File: src/rtl/sys1_input_ctrl.sv
// sys1_input_ctrl: merges PS/2 keys and joysticks into active-low player/system ports,
// shapes coin pulses, and loads the DIP banks and SYSMODE over ioctl.
module sys1_input_ctrl #(
    parameter int         NPLAYER    = 2,
    parameter int         NDSW       = 8,
    parameter logic [7:0] DSW_IDX    = 8'd254,
    parameter logic [7:0] SYS_IDX    = 8'd1,
    parameter logic [7:0] DSW_DEF    = 8'hFF,
    parameter int         COIN_W     = 16,
    parameter int         COIN_GAP   = 16,
    parameter bit         SAMPLE_VBL = 1'b0
) (
    input  logic                  clk_sys_i,
    input  logic                  reset_n_i,
    input  logic [10:0]           ps2_key_i,
    input  logic [NPLAYER*16-1:0] joy_i,
    input  logic                  cocktail_i,
    input  logic                  vblank_i,
    input  logic                  ioctl_wr_i,
    input  logic [7:0]            ioctl_index_i,
    input  logic [24:0]           ioctl_addr_i,
    input  logic [7:0]            ioctl_dout_i,
    output logic [NPLAYER*8-1:0]  inp_o,
    output logic [7:0]            inp_sys_o,
    output logic [NDSW*8-1:0]     dsw_o,
    output logic [7:0]            sysmode_o
);
    localparam int CMAX = COIN_W > COIN_GAP ? COIN_W : COIN_GAP;
    localparam int CW   = $clog2(CMAX) + 1;
    localparam logic [CW-1:0] W_LD = CW'(COIN_W - 1);
    localparam logic [CW-1:0] G_LD = CW'(COIN_GAP - 1);

    typedef enum logic [1:0] {IDLE, PULSE, GAP} coin_st_t;

    // key button vectors are {L,R,U,D,trig2,trig1}
    logic                    toggle_q;
    logic [5:0]              key_p1_q, key_p1_d, key_p2_q, key_p2_d;
    logic [1:0]              key_st_q, key_st_d, key_coin_q, key_coin_d;
    logic [NPLAYER-1:0][5:0] btn;
    logic [NPLAYER*8-1:0]    inp_d, inp_q, stg_inp_q;
    logic [1:0]              st_d, st_q, stg_st_q;
    logic                    vbl_q, coin_req, coin_req_q, coin_rise, coin_q, pend_q;
    coin_st_t                coin_st_q;
    logic [CW-1:0]           cnt_q;
    logic [NDSW-1:0][7:0]    dsw_q;
    logic [7:0]              sysmode_q;
    logic                    unused;

    always_comb begin
        key_p1_d   = key_p1_q;
        key_p2_d   = key_p2_q;
        key_st_d   = key_st_q;
        key_coin_d = key_coin_q;
        if (ps2_key_i[10] != toggle_q) begin
            case (ps2_key_i[7:0])
                8'h6B: key_p1_d[5] = ps2_key_i[9];
                8'h74: key_p1_d[4] = ps2_key_i[9];
                8'h75: key_p1_d[3] = ps2_key_i[9];
                8'h72: key_p1_d[2] = ps2_key_i[9];
                8'h14: key_p1_d[1] = ps2_key_i[9];
                8'h29: key_p1_d[0] = ps2_key_i[9];
                8'h23: key_p2_d[5] = ps2_key_i[9];
                8'h34: key_p2_d[4] = ps2_key_i[9];
                8'h2D: key_p2_d[3] = ps2_key_i[9];
                8'h2B: key_p2_d[2] = ps2_key_i[9];
                8'h1B: key_p2_d[1] = ps2_key_i[9];
                8'h1C: key_p2_d[0] = ps2_key_i[9];
                8'h16: key_st_d[0] = ps2_key_i[9];
                8'h1E: key_st_d[1] = ps2_key_i[9];
                8'h2E: key_coin_d[0] = ps2_key_i[9];
                8'h36: key_coin_d[1] = ps2_key_i[9];
                8'h05: begin
                    key_st_d[0]   = ps2_key_i[9];
                    key_coin_d[0] = ps2_key_i[9];
                end
                8'h06: begin
                    key_st_d[1]   = ps2_key_i[9];
                    key_coin_d[1] = ps2_key_i[9];
                end
                default: ;
            endcase
        end
    end

    always_comb begin
        btn      = '0;
        inp_d    = '1;
        coin_req = |key_coin_q;
        for (int p = 0; p < NPLAYER; p++) begin
            btn[p] = {joy_i[16*p+1], joy_i[16*p], joy_i[16*p+3], joy_i[16*p+2], joy_i[16*p+5], joy_i[16*p+4]}
                   | (p == 0 ? key_p1_q : p == 1 ? key_p2_q : 6'd0);
            coin_req = coin_req | joy_i[16*p+8];
        end
        btn[0] = cocktail_i ? btn[0] : btn[0] | btn[1];
        for (int p = 0; p < NPLAYER; p++)
            inp_d[8*p +: 8] = ~{btn[p][5:2], 1'b0, btn[p][1:0], 1'b0};
    end

    assign st_d      = key_st_q | {joy_i[22], joy_i[6]};
    assign coin_rise = coin_req & ~coin_req_q;

    always_ff @(posedge clk_sys_i) begin
        if (!reset_n_i) begin
            toggle_q   <= 1'b0;
            key_p1_q   <= '0;
            key_p2_q   <= '0;
            key_st_q   <= '0;
            key_coin_q <= '0;
            inp_q      <= '1;
            stg_inp_q  <= '1;
            st_q       <= '0;
            stg_st_q   <= '0;
            vbl_q      <= 1'b0;
        end else begin
            toggle_q   <= ps2_key_i[10];
            key_p1_q   <= key_p1_d;
            key_p2_q   <= key_p2_d;
            key_st_q   <= key_st_d;
            key_coin_q <= key_coin_d;
            stg_inp_q  <= inp_d;
            stg_st_q   <= st_d;
            vbl_q      <= vblank_i;
            if (!SAMPLE_VBL) begin
                inp_q <= inp_d;
                st_q  <= st_d;
            end else if (vblank_i && !vbl_q) begin
                inp_q <= stg_inp_q;
                st_q  <= stg_st_q;
            end
        end
    end

    // coin timing is self-contained, so the pulse bypasses VBlank sampling
    always_ff @(posedge clk_sys_i) begin
        if (!reset_n_i) begin
            coin_st_q  <= IDLE;
            cnt_q      <= '0;
            coin_q     <= 1'b1;
            pend_q     <= 1'b0;
            coin_req_q <= 1'b0;
        end else begin
            coin_req_q <= coin_req;
            case (coin_st_q)
                IDLE: if (coin_rise) begin
                    coin_st_q <= PULSE;
                    cnt_q     <= W_LD;
                    coin_q    <= 1'b0;
                end
                PULSE: begin
                    if (coin_rise)
                        pend_q <= 1'b1;
                    if (cnt_q == '0) begin
                        coin_st_q <= GAP;
                        cnt_q     <= G_LD;
                        coin_q    <= 1'b1;
                    end else
                        cnt_q <= cnt_q - CW'(1);
                end
                GAP: begin
                    if (cnt_q != '0) begin
                        cnt_q <= cnt_q - CW'(1);
                        if (coin_rise)
                            pend_q <= 1'b1;
                    end else if (pend_q || coin_rise) begin
                        coin_st_q <= PULSE;
                        cnt_q     <= W_LD;
                        coin_q    <= 1'b0;
                        pend_q    <= 1'b0;
                    end else
                        coin_st_q <= IDLE;
                end
                default: coin_st_q <= IDLE;
            endcase
        end
    end

    always_ff @(posedge clk_sys_i) begin
        if (!reset_n_i) begin
            dsw_q     <= {NDSW{DSW_DEF}};
            sysmode_q <= '0;
        end else if (ioctl_wr_i) begin
            for (int k = 0; k < NDSW; k++)
                if (ioctl_index_i == DSW_IDX && ioctl_addr_i == 25'(k))
                    dsw_q[k] <= ioctl_dout_i;
            if (ioctl_index_i == SYS_IDX && ioctl_addr_i == '0)
                sysmode_q <= ioctl_dout_i;
        end
    end

    assign inp_o     = inp_q;
    assign inp_sys_o = {2'b11, ~st_q, 3'b111, coin_q};
    assign dsw_o     = dsw_q;
    assign sysmode_o = sysmode_q;
    assign unused    = ^{ps2_key_i[8], joy_i};
endmodule

File: config.mk
export PLATFORM = sky130hd
export DESIGN_NAME = sys1_input_ctrl
export DESIGN_NICKNAME = d
export VERILOG_FILES = /design/src/rtl/sys1_input_ctrl.sv
export SDC_FILE = /design/constraint.sdc
export NUM_CORES = 1
export LEC_CHECK = 0
export BUFFER_PORTS_ARGS = -buffer_cell sky130_fd_sc_hd__buf_4
export CORE_MARGIN = 8
export CORE_UTILIZATION = 54
export CTS_CLUSTER_SIZE = 28
export DETAILED_ROUTE_END_ITERATION = 8
export PLACE_DENSITY = 0.86
export SLEW_MARGIN = 20
export SYNTH_ARGS = -nofsm -noshare
export SYNTH_HDL_FRONTEND = slang
export SYNTH_SLANG_ARGS = --single-unit
File: constraint.sdc
create_clock -name clk_sys_i -period 4.2 [get_ports clk_sys_i]
set_input_delay 0 -clock clk_sys_i [delete_from_list [all_inputs] [get_ports clk_sys_i]]
set_output_delay 0 -clock clk_sys_i [all_outputs]
set_load 0.03 [all_outputs]
==> impl_metrics.ini, run 1 <==
[power_and_ir_drop]
power_mw = 2.960
leakagePower_nw = 3.031
vdd_ir_drop_max_mv = 0.2261
p_per_area_nw_per_um2 = 398.5

[route]
drc = 0
vias = 5714
drt-wirelength-per-cell_um = 21.18
antenna_left = 0
drt_iter0_markers = 538
dr.pass1.iters = 5
vias_per_cell = 6.286
routed_wl_mm = 19.26

[place]
dp_hpwl_mm = 11.31
place_congestion = 0.8641
pre_cts_slack_ns = 1.582
io_buffer_count = 157

[die]
initial_utilization = 0.5565
num_io_pins = 185
die_y_um = 113.8
die_area_um2 = 12950
fp.dieW_um = 113.8
coreArea_um2 = 9284
rows = 35

[yosys]
ys_types = 56
ys_ff_latch = 113
synth_edf_count = 0
syn_inst = 582
synthFlopType = dfxtp_1
synth_seq_area_share = 0.4379
ys_async_sr_fraction = 0
syn_area_um2 = 5166
syn_area_per_cell_um2 = 8.877
yosys_warnings = 0

[clocking]
cts.path.max_buffers = 2
worstSkewPairLatency_ns = 0.51
ctsResizeCount = 0
cts_tree = done
h-tree-depth = 4
cts.sinks = 113
cts_buffers = 17
clock-root-buffer = clkbuf_8
path_clk_slew_ns = 0.06

[layout]
layout_commonest_cell = buf_4
fillers = 539
fin_nets = 861
drive_above_1_share = 0.2615
n_antenna_cell = 0
syn_to_final_growth_pct = 43.76
final_cell_mix = buf_4, dfxtp_1, nor2_1
fin_util = 0.8000

[global_routing]
grt_start_max_net_pins = 69
grt_pass1_wl_mm = 30.06
grt_usage = 0.2902
grt_pass1_vias = 5789
antenna_found_initial = 0
overflow = 0

[sta]
worst_slew_margin_rel = 0.3200
final-hold-violation-count = 0
tns_ns = 0
hold_slack_ns = 0.03107
fmaxAchievable_mhz = 354.6
skew_ns = 0.009008
setup_viol = 0
finalCritPeriodShare = 0.6714
slew_viol_final = 0
timing.final.ws_setup_ns = 1.380
worstMarginPinSlew_ns = 1.011
grt_setup_unrepaired = false
period_needed_ns = 2.820

[worst_hold_path]
hp-class = in -> reg

[run_status]
status = completed

[flow_run]
maxCapViolCount = 0

[setup_path]
start_kind = input pin
cp.arrival_ns = 3.26
critPathKind = in -> reg
required_ns = 4.64
endpoint_kind = flop
crit_fanout = 8
==> worst paths after layout <==
check,cells after the start,slack (ns),start,endpoint
max reg2reg,6,1.58,toggle_q,key_p2_q[1]
min reg2reg,2,0.47,sysmode_o[6],sysmode_o[6]
min,5,0.03,ioctl_addr_i[1],dsw_o[62]
max,8,1.38,ps2_key_i[4],key_p2_q[3]
==> what timing repair did <==
item                                   in CTS  in global routing
setup endpoints to repair                   0                  0
hold buffers                               55                  0
endpoints found under the hold margin     104                  0
buffers inserted                            0                  0
==> area by class of cell <==
cell class | count | area, um^2 | area share
sequential | 113 | 2262 | 0.3046
timing repair buffer | 214 | 1744 | 0.2348
inverter | 12 | 46.29 | 0.006233
clock buffer | 17 | 414.1 | 0.05576
multi-input combinational | 409 | 2626 | 0.3536
tap | 129 | 161.4 | 0.02173
clock inverter | 15 | 172.7 | 0.02325
==> flip-flops by register name (all words and copies together), names as in the netlist <==
signal and cells:
toggle_q 1, st_q 2, dsw_o 64, key_p1_q 6
cnt_q 5, sysmode_o 8, key_st_q 2, inp_o 12
coin_st_q 2, key_coin_q 2, coin_req_q 1, coin_q 1
pend_q 1, key_p2_q 6
==> report_power, final <==
group,leakage (nW),internal (mW),total (mW),switching [mW]
registers,0.920,1.10,1.13,0.0250
logic,1.83,0.169,0.393,0.224
clock network,0.279,0.864,1.44,0.575
total,3.03,2.14,2.96,0.823
==> logic make-up after synthesis <==
family / count (synthesis) / share of synthesized area
simple gates: 247 / 0.2616
flops: 113 / 0.4379
compound gates: 104 / 0.1393
buf+inv: 68 / 0.06442
mux: 39 / 0.07556
fa+ha+maj: 5 / 0.01211
xor+xnor: 5 / 0.008478
other cells: 1 / 0.0007259
==> layer usage <==
| layer | track usage | up-vias | wire (um) |
|---|---|---|---|
| met5 | 0 | - | 0 |
| met4 | 0.1846 | 0 | 987 |
| met3 | 0.08188 | 103 | 1721 |
| met2 | 0.4931 | 391 | 9639 |
| met1 | 0.3122 | 2676 | 6908 |
| li1 | - | 2544 | - |
==> through the flow <==
stage               std cells  cell area (um^2)
detailed placement        822              6279
global route              909              7427
global placement          822              6272
floorplan                 590              5196
CTS                       909              7416
finish                    909              7427
==> critical path, cell delays in order <==
cell and delay [ns]:
dlygate4sd3_1 0.55, buf_4 0.18, nor4bb_1 0.71, nor4b_1 0.40, nand3_1 0.13, dlygate4sd3_1 0.58
a21oi_1 0.13, dlygate4sd3_1 0.59
==> cell usage after synthesis, drive strengths merged, types with 3 or more instances <==
cell    count  area (um^2)
a21oi      20        100.1
buf        23        163.9
clkbuf     33        123.9
dfxtp     113         2262
ha          5        62.56
inv        12        45.04
mux2i      39        390.4
nand2      10        37.54
nand2b      7        43.79
nand3      43        215.2
nand4      49        306.5
nor2       72        270.3
nor2b       3        18.77
nor3       11        55.05
nor4       14        106.4
nor4b       7        67.56
o21a        3        22.52
o21ai      13        65.06
o221ai      3        26.28
o22ai       3        18.77
o31ai      47        352.8
or2         4        25.02
or3         6        37.54
or4         8        60.06
xor2        3        26.28
(Power assumes the default switching activity.)
==> inputs of run 2 (changes only) <==
--- a/config.mk
+++ b/config.mk
@@ -7,10 +7,10 @@
 export LEC_CHECK = 0
 export BUFFER_PORTS_ARGS = -buffer_cell sky130_fd_sc_hd__buf_4
 export CORE_MARGIN = 8
-export CORE_UTILIZATION = 54
+export CORE_UTILIZATION = 50
 export CTS_CLUSTER_SIZE = 28
 export DETAILED_ROUTE_END_ITERATION = 8
-export PLACE_DENSITY = 0.86
+export PLACE_DENSITY = 0.8
 export SLEW_MARGIN = 20
 export SYNTH_ARGS = -nofsm -noshare
 export SYNTH_HDL_FRONTEND = slang
==> constraint.sdc (replaced) <==
create_clock -name clk_sys_i -period 2.81 [get_ports clk_sys_i]
set_input_delay 0 -clock clk_sys_i [delete_from_list [all_inputs] [get_ports clk_sys_i]]
set_output_delay 0 -clock clk_sys_i [all_outputs]
set_load 0.03 [all_outputs]
==> run 2 against run 1 <==
The flow now finishes with violations (negative setup slack). Clock power rose by 54%. Die area rose by 6.9%. First-iteration DRC count fell by 17%. Final cell count rose by 1.2%. Sequential cell count did not move. Total power rose by 51%. Clock skew fell by 0.0055 ns.
==> impl_metrics.ini, run 2 (same netlist as run 1, synthesis figures left out) <==
[sta]
finalCritPeriodShare = 1.001
setup_viol = 1
period_needed_ns = 2.812
final-hold-violation-count = 0
worst_slew_margin_rel = 0.4435
skew_ns = 0.003557
slew_viol_final = 0
grt_setup_unrepaired = false
worstMarginPinSlew_ns = 0.8236
timing.final.ws_setup_ns = -0.001851
fmaxAchievable_mhz = 355.6

[clocking]
cts_buffers = 17
cts_setup_buffers = 0
h-tree-depth = 4
cts_hold_buf = 50
worstSkewPairLatency_ns = 0.51
path_clk_slew_ns = 0.06
ctsResizeCount = 0
cts_tree = done
cts.path.max_buffers = 2
cts.sinks = 113
clock-root-buffer = clkbuf_8

[setup_path]
cpMostUsedCell = dlygate4sd3_1
cp.arrival_ns = 3.27
required_ns = 3.27
r2r-end = key_p1_q[3]
crit_path_start = ps2_key_i[0]
start_kind = input pin
critPathKind = in -> reg
r2r_start = toggle_q
cp_cell_sequence = dlygate4sd3_1, buf_4, nor4bb_1, nor4b_1, nand3_1, dlygate4sd3_1, a21oi_1, dlygate4sd3_1
path_buf_inv = 4
endpoint_kind = flop
crit_family = buffers and inverters
ff2ff_setup_slack_ns = 0.26
cp_slowest_cell = nor4bb_1
crit_fanout = 12
max_stage_delay_ns = 0.74
r2r_cells = 6
cp-endpoint = key_p2_q[3]
critical_path_depth = 8

[global_routing]
antenna_found_initial = 0
grt_start_max_net_pins = 56
grt_usage = 0.2521
grt_pass1_vias = 5684
overflow = 0
grt_pass1_wl_mm = 28.78

[flow_run]
maxCapViolCount = 0

[route]
met2_length_mm = 9.225
met1_length_mm = 6.686
vias = 5491
dr.pass1.iters = 6
antenna_left = 0
top_layer = met4
routed_wl_mm = 17.90
routed-wl-met3_mm = 1.193
vias_per_cell = 5.968
drc = 0
drt-wirelength-per-cell_um = 19.46
drt_iter0_markers = 447

[power_and_ir_drop]
leakagePower_nw = 3.082
p_per_area_nw_per_um2 = 601.0
vdd_ir_drop_max_mv = 0.3757
power_mw = 4.482

[die]
rows = 37
initial_utilization = 0.5072
die_area_um2 = 13840
coreArea_um2 = 10180
fp.dieW_um = 117.7
num_io_pins = 185
die_y_um = 117.7

[layout]
layout.cells.non_filler = 920
n_antenna_cell = 0
fillers = 736
drive_above_1_share = 0.2691
layout_commonest_cell = buf_4
final_cell_mix = buf_4, dfxtp_1, nor2_1
syn_to_final_growth_pct = 44.37
fin_nets = 865
largest_register_ffs = 64

[place]
io_buffer_count = 157
dp_hpwl_mm = 11.50
dp_cells = 838
pre_cts_slack_ns = 0.6194
place_congestion = 0.8340

[run_status]
status = finished with violations
violations = negative setup slack

[worst_hold_path]
hp-class = in -> reg
## run 2: where the power goes
| group | switching [mW] | internal [mW] | total [mW] |
|---|---|---|---|
| combinational | 0.332 | 0.252 | 0.584 |
| sequential | 0.0329 | 1.65 | 1.68 |
| clock | 0.835 | 1.38 | 2.22 |
## run 2: final cells by class
type | instances | area [um^2] | share of cell area
clock buffer | 17 | 414.1 | 0.05553
inverter | 12 | 45.04 | 0.006039
timing repair buffer | 218 | 1762 | 0.2362
tap | 136 | 170.2 | 0.02281
multi-input combinational | 409 | 2610 | 0.3499
clock inverter | 15 | 195.2 | 0.02617
sequential | 113 | 2262 | 0.3033
## run 2: worst min path at each step
| stage | from | cells after the start | to | slack (ns) |
|---|---|---|---|---|
| 6_report | ioctl_addr_i[1] | 5 | dsw_o[60] | 0.03 |
| 5_1_grt | ioctl_addr_i[1] | 5 | dsw_o[61] | 0.05 |
| 4_1_cts | ioctl_addr_i[1] | 5 | dsw_o[60] | 0.02 |
| 3_5_place_dp | joy_i[1] | 2 | inp_o[7] | 0.19 |
| 3_3_place_gp | joy_i[0] | 2 | inp_o[6] | 0.19 |
| 2_1_floorplan | joy_i[21] | 1 | inp_o[10] | 0.10 |
## run 2: worst min-delay path, stage by stage
cell and delay [ns]:
buf_4 0.12, nand2_1 0.11, nor4_2 0.10, nand4_1 0.10
nand3_1 0.07
## run 2: through the flow
| stage | hold WS (ns) | setup TNS (ns) | cell area [um^2] | util |
|---|---|---|---|---|
| after floorplan | 0.1004 | 0 | 5196 | - |
| after CTS | 0.01676 | 0 | 7458 | 0.7323 |
| final | 0.03330 | -0.001851 | 7458 | 0.7323 |
| after detailed placement | 0.1910 | 0 | 6349 | 0.6233 |
| after global placement | 0.1881 | 0 | 6349 | 0.6233 |
| after global routing | 0.05082 | 0 | 7458 | 0.7323 |
## run 2: layer usage
metal | global-route usage | vias to the layer above
met2 | 0.4498 | 284
li1 | - | 2547
met1 | 0.2716 | 2582
met4 | 0.1321 | 0
met3 | 0.05947 | 78
met5 | 0 | -
==> inputs of run 3 (changes only) <==
--- a/config.mk
+++ b/config.mk
@@ -10,7 +10,7 @@
 export CORE_UTILIZATION = 50
 export CTS_CLUSTER_SIZE = 28
 export DETAILED_ROUTE_END_ITERATION = 8
-export PLACE_DENSITY = 0.8
+export PLACE_DENSITY = 0.88
 export SLEW_MARGIN = 20
 export SYNTH_ARGS = -nofsm -noshare
 export SYNTH_HDL_FRONTEND = slang
==> run 3 against run 2 <==
Non-clock buffer count is 2 lower. Global-route usage is 0.14 points lower. The flow now finishes without violations. Sequential cell count stayed put. Routed wire length is 0.64% higher. Hold slack better by 0.021 ns. Via count is 0.82% higher. Core utilization is 0.14 points lower. Total power is 0.58% lower. Sequential power hardly changed. Final cell count stayed put. First-iteration DRC count is 33% higher.
==> impl_metrics.ini, run 3 (same netlist as run 1, synthesis figures left out) <==
[global_routing]
grt_usage = 0.2507
overflow = 0
met2_usage = 0.4419
grt_busiest_layer = met2
grt_pass1_wl_mm = 28.46
antenna_found_initial = 2
use_met1 = 0.2632
grt_pass1_vias = 5658
met3_usage = 0.07290
grt_start_max_net_pins = 69

[clocking]
h-tree-depth = 4
clock-root-buffer = clkbuf_8
cts_tree = done
path_clk_slew_ns = 0.06
cts.sinks = 113
cts_buffers = 17
cts.path.max_buffers = 2
cts_setup_buffers = 0
worstSkewPairLatency_ns = 0.52

[layout]
fin_nets = 863
final_cell_mix = buf_4, dfxtp_1, nor2_1
drive_above_1_share = 0.2673
syn_to_final_growth_pct = 44.10
layout_commonest_cell = buf_4
layout.cells.non_filler = 920
largest_register_ffs = 64

[sta]
worstMarginPinSlew_ns = 0.8787
slew_viol_final = 0
skew_ns = 0.01363
setup_viol = 0
fmaxAchievable_mhz = 366.6
period_needed_ns = 2.728
final-hold-violation-count = 0
grt_setup_unrepaired = false
timing.final.ws_setup_ns = 0.08238
tns_ns = 0
worst_slew_margin_rel = 0.4059
finalCritPeriodShare = 0.9707

[die]
die_area_um2 = 13840
initial_utilization = 0.5072
rows = 37
fp.dieW_um = 117.7
die_y_um = 117.7
coreArea_um2 = 10180
num_io_pins = 185

[setup_path]
crit_fanout = 12
required_ns = 3.26
ff2ff_setup_slack_ns = 0.27
start_kind = input pin
endpoint_kind = flop
critPathKind = in -> reg
cp.arrival_ns = 3.17

[route]
vias = 5536
dr.pass1.iters = 5
drc = 0
drt_iter0_markers = 594
drt-wirelength-per-cell_um = 19.58
vias_per_cell = 6.017
antenna_left = 0
routed_wl_mm = 18.02

[place]
place_congestion = 0.8464
pre_cts_slack_ns = 0.5920
dp_cells = 836
io_buffer_count = 157
dp_hpwl_mm = 11.66

[run_status]
status = completed

[flow_run]
maxCapViolCount = 0

[power_and_ir_drop]
vdd_ir_drop_max_mv = 0.3834
p_per_area_nw_per_um2 = 598.6
leakagePower_nw = 3.058

[worst_hold_path]
hp-class = in -> reg
-- run 3: cell count changes in the layout (fill, tap and decap cells not counted) --
cell / previous run / this run
clkinv_4: 1 / 4
clkinv_2: 1 / 2
inv_8: 2 / 0
diode_2: 0 / 2
buf_4: 168 / 166
clkinvlp_4: 1 / 2
clkbuf_1: 0 / 1
inv_6: 7 / 4
inv_2: 1 / 0
nor4bb_1: 1 / 0
nor4bb_2: 0 / 1
-- run 3: layer usage --
layer | part of all wire | wire, um
met1 | 0.37 | 6577
met2 | 0.51 | 9214
met3 | 0.082 | 1478
met5 | 0 | 0
met4 | 0.041 | 747
-- run 3: worst max-delay path: stages --
cell	delay (ns)
dlygate4sd3_1	0.53
buf_4	0.18
nor4bb_2	0.51
nor4b_1	0.52
nand3_1	0.12
dlygate4sd3_1	0.57
a21oi_1	0.14
dlygate4sd3_1	0.59
-- run 3: what timing repair did --
item | CTS | global route
hold buffers | 50 | 0
hold endpoints to repair | 104 | 0
endpoints found under the setup margin | 0 | 1
gates resized for setup | 0 | 1
-- run 3: where the power goes --
| part | total (mW) | switching, mW | internal (mW) | leakage [nW] |
|---|---|---|---|---|
| Clock | 2.19 | 0.827 | 1.36 | 0.287 |
| Combinational | 0.580 | 0.330 | 0.250 | 1.85 |
| Sequential | 1.68 | 0.0350 | 1.65 | 0.920 |
-- run 3: per-stage QoR --
stage / hold WS [ns] / util / total power, mW / cell area [um^2]
after floorplan: 0.1004 / - / 2.052 / 5196
after global placement: 0.1877 / 0.6219 / 2.204 / 6334
after detailed placement: 0.1951 / 0.6219 / 2.234 / 6334
after CTS: 0.03492 / 0.7297 / 4.438 / 7432
after global routing: 0.06582 / 0.7310 / 4.586 / 7445
final: 0.05415 / 0.7310 / 4.456 / 7445
-- run 3: cell type report --
| type | count | area (um^2) |
|---|---|---|
| Antenna cell | 2 | 5.005 |
| Clock buffer | 18 | 417.9 |
| Clock inverter | 14 | 180.2 |
| Fill cell | 728 | 2740 |
| Inverter | 12 | 46.29 |
| Multi-Input combinational cell | 409 | 2616 |
| Sequential cell | 113 | 2262 |
| Tap cell | 136 | 170.2 |
| Timing Repair Buffer | 216 | 1747 |
-- run 3: path summary, 6_finish.rpt --
check,startpoint,to,depth (start not counted)
worst max-delay path,ps2_key_i[0],key_p2_q[3],8
worst min-delay path,ioctl_addr_i[16],dsw_o[24],5
worst max register to register,toggle_q,key_p2_q[3],6
worst min register to register,cnt_q[4],cnt_q[4],2
